===== src/rtl/gru_pkg.sv =====
// Shared constants, state encoding and helpers for the UART run sequencer.
// Frame geometry derives from N_STEPS/N_FEAT/DATA_W.
package gru_pkg;

  localparam int N_STEPS = 7;
  localparam int N_FEAT  = 3;
  localparam int DATA_W  = 32;
  localparam int N_WORDS = N_STEPS * N_FEAT;
  localparam int SEQ_W   = N_WORDS * DATA_W;
  localparam int NB      = N_WORDS * (DATA_W / 8);
  localparam int CNT_W   = $clog2(NB);

  localparam logic [7:0] SYNC_BYTE = 8'hA5;
  localparam logic [7:0] ACK_BYTE  = 8'h06;
  localparam logic [7:0] NAK_BYTE  = 8'h15;
  localparam logic [7:0] TMO_BYTE  = 8'hEE;

  localparam logic [DATA_W-1:0] FP_ONE = 32'h3F800000;

  typedef enum logic [2:0] {
    S_HUNT,
    S_PAY,
    S_CHK,
    S_START,
    S_RUN,
    S_TXA,
    S_TXD,
    S_TXE
  } state_t;

  function automatic logic [SEQ_W-1:0] seq_fill(input logic [DATA_W-1:0] w);
    return {N_WORDS{w}};
  endfunction

endpackage


===== src/rtl/gru_frame_rx.sv =====
// Frame receiver: hunts for SYNC, collects payload into a shadow buffer, checks XOR.
// frame_ok/frame_bad are combinational in the CHK byte cycle; seq_flat updates at that edge.
module gru_frame_rx
  import gru_pkg::*;
#(
  parameter int RX_GAP_CYC = 50000
)
(
  input  logic             clk,
  input  logic             rstn,
  input  logic [7:0]       rx_data,
  input  logic             rx_valid,
  output logic             frame_ok,
  output logic             frame_bad,
  output logic             sync_det,
  output logic             rx_busy,
  output logic [SEQ_W-1:0] seq_flat
);

  localparam int GAP_W = $clog2(RX_GAP_CYC);
  localparam logic [GAP_W-1:0] GAP_LAST = GAP_W'(RX_GAP_CYC - 1);
  localparam logic [CNT_W-1:0] CNT_LAST = CNT_W'(NB - 1);

  state_t             state, state_nxt;
  logic [CNT_W-1:0]   cnt, cnt_nxt;
  logic [7:0]         acc, acc_nxt;
  logic [GAP_W-1:0]   gap, gap_nxt;
  logic [SEQ_W-1:0]   shadow;
  logic               gap_expired;

  assign gap_expired = (gap == GAP_LAST);
  assign rx_busy     = (state != S_HUNT);

  always_ff @(posedge clk or negedge rstn) begin
    if (!rstn) begin
      state    <= S_HUNT;
      cnt      <= '0;
      acc      <= '0;
      gap      <= '0;
      seq_flat <= seq_fill(FP_ONE);
    end else begin
      state <= state_nxt;
      cnt   <= cnt_nxt;
      acc   <= acc_nxt;
      gap   <= gap_nxt;
      if (frame_ok) begin
        seq_flat <= shadow;
      end
    end
  end

  // Byte b of the payload lands at bits [8b+7:8b], giving little-endian words.
  always_ff @(posedge clk) begin
    if (rx_valid && (state == S_PAY)) begin
      shadow[{cnt, 3'b000} +: 8] <= rx_data;
    end
  end

  always_comb begin
    state_nxt = state;
    cnt_nxt   = cnt;
    acc_nxt   = acc;
    gap_nxt   = gap;
    frame_ok  = 1'b0;
    frame_bad = 1'b0;
    sync_det  = 1'b0;
    case (state)
      S_HUNT: begin
        if (rx_valid && (rx_data == SYNC_BYTE)) begin
          sync_det  = 1'b1;
          state_nxt = S_PAY;
          cnt_nxt   = '0;
          acc_nxt   = '0;
          gap_nxt   = '0;
        end
      end
      S_PAY: begin
        if (rx_valid) begin
          acc_nxt = acc ^ rx_data;
          gap_nxt = '0;
          if (cnt == CNT_LAST) begin
            state_nxt = S_CHK;
          end else begin
            cnt_nxt = cnt + 1'b1;
          end
        end else if (gap_expired) begin
          state_nxt = S_HUNT;
        end else begin
          gap_nxt = gap + 1'b1;
        end
      end
      S_CHK: begin
        if (rx_valid) begin
          state_nxt = S_HUNT;
          if (rx_data == acc) begin
            frame_ok = 1'b1;
          end else begin
            frame_bad = 1'b1;
          end
        end else if (gap_expired) begin
          state_nxt = S_HUNT;
        end else begin
          gap_nxt = gap + 1'b1;
        end
      end
      default: state_nxt = S_HUNT;
    endcase
  end

endmodule


===== src/rtl/gru_uart_run_sequencer.sv =====
// Top sequencer: frame receive, model start/watchdog, response frame over a valid/ready TX port.
// Good CHK in cycle T -> start pulse in T+1; TX bytes held stable until i_tx_ready.
module gru_uart_run_sequencer
  import gru_pkg::*;
#(
  parameter int RX_GAP_CYC  = 50000,
  parameter int RUN_TMO_CYC = 1000000
)
(
  input  logic              CLOCK_50,
  input  logic              rstn,
  input  logic [7:0]        i_rx_data,
  input  logic              i_rx_valid,
  output logic [7:0]        o_tx_data,
  output logic              o_tx_valid,
  input  logic              i_tx_ready,
  output logic              o_start_model,
  input  logic              i_model_done,
  output logic [SEQ_W-1:0]  o_input_seq_flat,
  input  logic [DATA_W-1:0] i_prediction,
  output logic              o_busy,
  output logic              o_overrun
);

  localparam int WDOG_W = $clog2(RUN_TMO_CYC);
  localparam logic [WDOG_W-1:0] WDOG_LAST = WDOG_W'(RUN_TMO_CYC - 1);

  state_t             state, state_nxt;
  logic [WDOG_W-1:0]  wdog, wdog_nxt;
  logic [DATA_W-1:0]  pred, pred_nxt;
  logic [1:0]         idx, idx_nxt;
  logic [7:0]         err, err_nxt;
  logic               frame_ok, frame_bad, sync_det, rx_busy;
  logic               rx_take;

  // The receiver only sees bytes while the run/TX side is idle.
  assign rx_take = i_rx_valid && (state == S_HUNT);

  gru_frame_rx #(
    .RX_GAP_CYC (RX_GAP_CYC)
  ) u_frame_rx (
    .clk       (CLOCK_50),
    .rstn      (rstn),
    .rx_data   (i_rx_data),
    .rx_valid  (rx_take),
    .frame_ok  (frame_ok),
    .frame_bad (frame_bad),
    .sync_det  (sync_det),
    .rx_busy   (rx_busy),
    .seq_flat  (o_input_seq_flat)
  );

  assign o_busy = (state != S_HUNT) || rx_busy;

  always_ff @(posedge CLOCK_50 or negedge rstn) begin
    if (!rstn) begin
      state     <= S_HUNT;
      wdog      <= '0;
      pred      <= '0;
      idx       <= '0;
      err       <= '0;
      o_overrun <= 1'b0;
    end else begin
      state <= state_nxt;
      wdog  <= wdog_nxt;
      pred  <= pred_nxt;
      idx   <= idx_nxt;
      err   <= err_nxt;
      if (i_rx_valid && (state != S_HUNT)) begin
        o_overrun <= 1'b1;
      end else if (sync_det) begin
        o_overrun <= 1'b0;
      end
    end
  end

  // Watchdog holds the number of cycles since the start pulse cycle.
  always_comb begin
    state_nxt     = state;
    wdog_nxt      = wdog;
    pred_nxt      = pred;
    idx_nxt       = idx;
    err_nxt       = err;
    o_start_model = 1'b0;
    o_tx_valid    = 1'b0;
    o_tx_data     = 8'h00;
    case (state)
      S_HUNT: begin
        wdog_nxt = '0;
        if (frame_ok) begin
          state_nxt = S_START;
        end else if (frame_bad) begin
          err_nxt   = NAK_BYTE;
          state_nxt = S_TXE;
        end
      end
      S_START: begin
        o_start_model = 1'b1;
        wdog_nxt      = wdog + 1'b1;
        state_nxt     = S_RUN;
      end
      S_RUN: begin
        if (i_model_done) begin
          pred_nxt  = i_prediction;
          state_nxt = S_TXA;
        end else if (wdog == WDOG_LAST) begin
          err_nxt   = TMO_BYTE;
          state_nxt = S_TXE;
        end else begin
          wdog_nxt = wdog + 1'b1;
        end
      end
      S_TXA: begin
        o_tx_valid = 1'b1;
        o_tx_data  = ACK_BYTE;
        if (i_tx_ready) begin
          idx_nxt   = 2'd0;
          state_nxt = S_TXD;
        end
      end
      S_TXD: begin
        o_tx_valid = 1'b1;
        o_tx_data  = pred[{idx, 3'b000} +: 8];
        if (i_tx_ready) begin
          if (idx == 2'd3) begin
            state_nxt = S_HUNT;
          end else begin
            idx_nxt = idx + 1'b1;
          end
        end
      end
      S_TXE: begin
        o_tx_valid = 1'b1;
        o_tx_data  = err;
        if (i_tx_ready) begin
          state_nxt = S_HUNT;
        end
      end
      default: state_nxt = S_HUNT;
    endcase
  end

endmodule


===== config.mk =====
export PLATFORM = sky130hd
export DESIGN_NAME = gru_uart_run_sequencer
export DESIGN_NICKNAME = d
export VERILOG_FILES = /design/src/rtl/gru_pkg.sv /design/src/rtl/gru_frame_rx.sv /design/src/rtl/gru_uart_run_sequencer.sv
export SDC_FILE = /design/constraint.sdc
export NUM_CORES = 2
export LEC_CHECK = 0
export CAP_MARGIN = 30
export CORE_MARGIN = 5
export CORE_UTILIZATION = 50
export CTS_CLUSTER_DIAMETER = 80
export DETAILED_ROUTE_END_ITERATION = 7
export GPL_TIMING_DRIVEN = 0
export HOLD_SLACK_MARGIN = 0.08
export PLACE_DENSITY_LB_ADDON = 0.05
export RECOVER_POWER = 50
export SYNTH_ARGS = -nofsm -noshare
export SYNTH_HDL_FRONTEND = slang
export SYNTH_SLANG_ARGS = --single-unit
export TNS_END_PERCENT = 20

===== constraint.sdc =====
create_clock -name CLOCK_50 -period 3.2 [get_ports CLOCK_50]
set_input_delay 0.64 -clock CLOCK_50 [delete_from_list [all_inputs] [get_ports CLOCK_50]]
set_output_delay 0.64 -clock CLOCK_50 [all_outputs]
set_load 0.005 [all_outputs]

== Word-level counts from Yosys, hierarchy flattened ==
Index checks and enable logic that the tools add are counted.
Storage, ports and cells
  flip-flop bits (word level): 1444
  latch bits: 0
  RAM bits: 0
  ROM bits: 0
  input bits: 45
  output and inout port bits: 684
  word-level logic and storage cells: 129
  memories kept: 0
Cells by class
  add/subtract/negate cells: 5
  multiply operators: 0
  divide/modulo/power cells: 0
  magnitude comparators: 0
  eq/ne operators: 30
  shift operators: 3
  multiplexer cells: 53
  bitwise gates (word level): 1
  reductions and logical operators: 25
Operator list (number)
  $bwmux W672: 1
  $shift A8 B12 Y672 const A: 1
  $shiftx A8 B12 Y672: 1
  $mux W16: 4
  $pmux W20 S3: 1
  $mux W8: 6
  $pmux W16 S3: 1
  $mux W20: 2
  $mux W3: 13
  $pmux W8 S2: 2
  $shiftx A32 B6 Y8: 1
  $ne A2 B2 Y1 const B: 12
  $pmux W8 S3: 1
  $mux W7: 3
  $add A20 B1 Y20 const B: 1
  $eq A20 B20 Y1 const B: 1
  $pmux W3 S6: 1
  $add A16 B1 Y16 const B: 1
  $eq A16 B16 Y1 const B: 1
  $pmux W7 S2: 1
  $eq A3 B3 Y1 const B: 4
  $mux W1: 12
  $neg A10 Y12: 1
  $reduce_bool A3 Y1: 4
  other kinds (24): 41

== Longest topological paths before layout ==
  depth in word-level cells: 7
  depth in mapped cells: 11
  mapped depth without buffers: 7

== Cells and area by module ==
Synthesis repeated with hierarchy kept, for this count alone.
Second synthesis, totals
  cells, all modules: 3683
  area, all modules: 55251.7 µm²
Modules (own cells, without submodules)
  gru_frame_rx: times used 1, cells each 3370, area an instance 51919.8 µm², seq. area each 38030.2 µm²
  gru_uart_run_sequencer: times used 1, cells each 313, area an instance 3331.9 µm², seq. area each 1526.5 µm²

== Least setup slack after synthesis ==
OpenSTA, ideal clock, no wires.
  path type: register to register
  from: reg u_frame_rx.cnt[0] (netlist name)
  to: reg u_frame_rx.shadow[608] (enable)
  arrival: 2.873 ns
  required time: 2.830 ns
  path slack: -0.043 ns
  cell stages (with the launch flop): 12
  period minus slack after synthesis: 3.243 ns
  cell sequence: dfrtp_1 buf_1 inv_1 ha_1 nor2b_1 or2_2 clkbuf_1 nor3_2 nand2b_1 clkbuf_1 clkbuf_1 nor2_1
RTL lines
  end signal: indexed assignment: line gru_frame_rx.sv:55  | shadow[{cnt, 3'b000} +: 8] <= rx_data;
  end: declaration: line gru_frame_rx.sv:28  | logic [SEQ_W-1:0] shadow;

== Worst setup path in the final report ==
  from: reg state[2]
  to: reg u_frame_rx.seq_flat[85]
Between the ends
  cells in the longest elaborated chain, start to end: 4
RTL lines
  start: declaration: line gru_uart_run_sequencer.sv:28  | state_t state, state_nxt;
  start signal: assignment: line gru_uart_run_sequencer.sv:64  | state <= state_nxt;
  $logic_not A3 Y1: line gru_uart_run_sequencer.sv:37  | assign rx_take = i_rx_valid && (state == S_HUNT);
  $logic_and A1 B1 Y1: line gru_uart_run_sequencer.sv:37
  $mux W1: line gru_frame_rx.sv:93  | if (rx_valid) begin
  $mux W1: line gru_frame_rx.sv:67  | case (state)
  end signal: assignment: line gru_frame_rx.sv:40  | seq_flat <= seq_fill(FP_ONE);
  end signal: assignment: line gru_frame_rx.sv:47  | seq_flat <= shadow;
  end: declaration: line gru_frame_rx.sv:17  | output logic [SEQ_W-1:0] seq_flat
No other way between the ends.
A chain may end at the register's enable or synchronous reset.

==> flow_summary.toml <==
[global_route]
grt_pass1_wl_um = 264000
grt_pass1_vias = 35300
antenna_found_initial = 3
globalRouteOverflowTotal = 0
grt_usage_pct = 31.9
use_met1_pct = 42.4
grt_util_met3_pct = 9.45
gr-usage-met2_pct = 50.4
top_usage_layer = "met2"
grt_max_degree = 110

[power_and_ir_drop]
p_per_area_nw_per_um2 = 556
swShare_pct = 22.4
combPwrFrac_pct = 5.7
p_int_mw = 30.6
p_leak_nw = 29.9
power.switching_mw = 8.85
clkPwrFrac_pct = 44.4
p_seq_share_pct = 49.9
ir_drop_mv = 0.605

[synthesis]
async_flop_share_pct = 53.3
synth_cell_types = 70
avgSynthCellArea_um2 = 15.0
ys.flop_type = "edfxtp_1"
syn_inst = 3673
synth_edf_count = 672
synth_seq_cells = 1439
ys_seq_area_share_pct = 71.9
post_synth_instance_area_um2 = 55100
netlist.area_leader.share_pct = 36.7
ys_warn_count = 0
syn_nets = 3726
synth_area_leader_cell = "edfxtp_1"
ys_top_cells_by_area = "edfxtp_1 37%, dfrtp_1 28%, mux2_1 11%"

[floorplan]
num_rows = 121
die_area_um2 = 117000
die_w_um = 342
initial_utilization_pct = 50.4
core_um2 = 109000
fp.dieH_um = 342
io_pins = 729

[timing]
grt_setup_unrepaired = "true"
hold-worst-slack_ps = 336
fmax_mhz = 314
worst_pin_slew_ps = 1440
hold_viol = 0
clock_skew_ps = 27.3
fin_crit_sh_pct = 99.6
period_needed_ps = 3190
setup_viol = 0
maxSlewViolCount = 0
relSlewSlack_pct = 4.21
finalWorstSetupSlack_ps = 11.8

[placed_design]
place_inst = 5937
dp_hpwl_um = 138000
io_buffers = 720
placed_area_um2 = 65000
place_congestion = 0.883
place_ws_ps = -1740

[cells_and_area]
final_cells = 6233
fin_nets = 4677
drive_above_1_share_pct = 18.6
fin_util_pct = 65.0
fin_area_um2 = 70900
area_delta_synth_final_pct = 28.8

[route]
dr.first_iter.drc_count = 3060
wl_um = 188000
post_drt_wl_per_cell_um = 30.1
vias = 35400
vias_per_cell = 5.68
final_antenna_net_count = 0
drc = 0
drtPass1Iterations = 6

[worst_setup_path]
crit_required_ps = 3830
cp.arrival_ps = 3820
cp-end-kind = "flop"
cp_max_fo = 11
crit_path_start_kind = "flop"
crit_type = "reg2reg"

[clock_tree]
htreeDepth = 4
clkLatencyLatePin_ps = 770
clock-sinks = 1439
clk_pin_slew_ps = 60
cts-root-buf = "clkbuf_16"
clockBufferDepth = 3
numCtsBuffers = 152
cts_tree = "built"

[outcome]
outcome = "finished clean"

[run]
drv_cap = 0

[hold_path]
hold_class = "in2reg"
==> cell usage after synthesis (18+ instances only) <==
| master | number |
|---|---|
| dfstp_2 | 147 |
| dfrtp_1 | 620 |
| nor3_1 | 135 |
| and2_1 | 23 |
| a21oi_1 | 31 |
| nor2_1 | 659 |
| edfxtp_1 | 672 |
| buf_1 | 19 |
| buf_2 | 19 |
| or3_1 | 18 |
| buf_6 | 56 |
| xnor2_1 | 19 |
| nand2_1 | 149 |
| mux2_2 | 181 |
| nand3_1 | 29 |
| clkbuf_1 | 139 |
| o21ai_0 | 37 |
| mux2_1 | 525 |
==> metrics by stage <==
stage                     total power [mW]  TNS [ps]
after floorplan                       21.2      -847
after global placement                22.1         -
after detailed placement              22.2  -1455500
after CTS                             39.6      -424
after global routing                  40.7     -8140
final                                 39.5         0
==> worst max-delay path: stages (launching register included) <==
cell	delay (ps)
dfrtp_2	450
or4b_1	580
buf_2	220
nor3_4	340
nand3_1	160
clkbuf_1	470
clkbuf_1	460
mux2_2	380
==> logic make-up after synthesis <==
| family | synth area share [%] |
|---|---|
| flip-flops | 71.9 |
| AND/OR/NAND/NOR | 8.69 |
| multiplexers | 14.9 |
| buffers and inverters | 2.56 |
| AO/OA/AOI/OAI | 1.36 |
| XOR/XNOR | 0.430 |
| adder cells (fa/ha/maj) | 0.182 |
| other | 0.00681 |
==> cell type report <==
type | instances | area, um^2
Timing Repair Buffer | 803 | 8190
Inverter | 16 | 67.6
Multi-Input combinational cell | 1980 | 14800
Tap cell | 1476 | 1850
Clock buffer | 231 | 4340
Antenna cell | 5 | 12.5
Buffer | 232 | 1500
Clock inverter | 51 | 586
Sequential cell | 1439 | 39600
Fill cell | 8082 | 38300
==> state kept, by name, summed over array words and instances, names as in the netlist, 7 cells and up <==
register / flops
pred: 32
u_frame_rx.acc: 8
u_frame_rx.cnt: 7
u_frame_rx.gap: 16
u_frame_rx.seq_flat: 672
u_frame_rx.shadow: 672
wdog: 20
==> cell usage in the layout (no fill, tap or decap), drive strengths merged, types with 29 or more instances in the layout <==
| cell | synthesis | routed |
|---|---|---|
| nand2 | 149 | 149 |
| dlygate4sd3 | 0 | 661 |
| dfstp | 147 | 147 |
| nor2 | 659 | 659 |
| nand3 | 29 | 29 |
| buf | 97 | 175 |
| edfxtp | 672 | 672 |
| clkbuf | 141 | 371 |
| mux2 | 706 | 706 |
| o21ai | 38 | 38 |
| a21oi | 31 | 31 |
| nor3 | 138 | 138 |
| dfrtp | 620 | 620 |
| clkdlybuf4s50 | 0 | 56 |
==> power by group through the flow <==
stage | logic, mW | clock network (mW) | registers, mW
global placement | 2.03 | 0 | 20.1
global route | 2.41 | 18.5 | 19.7
finish | 2.23 | 17.5 | 19.7
detailed placement | 2.16 | 0 | 20.1
CTS | 2.23 | 17.7 | 19.7
floorplan | 1.16 | 0 | 20.0
==> routing by layer <==
metal	share of wire (%)	wire length, um	vias to the layer above
li1	-	-	14900
met3	9.8	18500	337
met1	39	73500	18500
met4	4.3	8090	0
met5	0	0	-
met2	47	87800	1704
==> final timing paths <==
path                                   startpoint                       end  slack [ps]  cells after the start
hold reg to reg            u_frame_rx.shadow[393]  u_frame_rx.seq_flat[393]         450                      1
max in group asynchronous                    rstn  u_frame_rx.seq_flat[276]         380                      4
hold / removal                       i_rx_data[7]         u_frame_rx.acc[7]         340                      4
min in group asynchronous                    rstn  u_frame_rx.seq_flat[389]         480                      2
setup reg to reg                         state[2]   u_frame_rx.seq_flat[85]          10                      7
setup / recovery                         state[2]   u_frame_rx.seq_flat[85]          10                      7
==> what timing repair did <==
action	4_1_cts	5_1_grt
pin swaps	6	8
gates resized for setup	240	80
hold endpoints to repair	75	0
endpoints found under the setup margin	1350	1012
gates cloned	0	0
setup buffers	7	6
hold buffers	1	0
No activity file was read; power rests on OpenSTA's default activity.
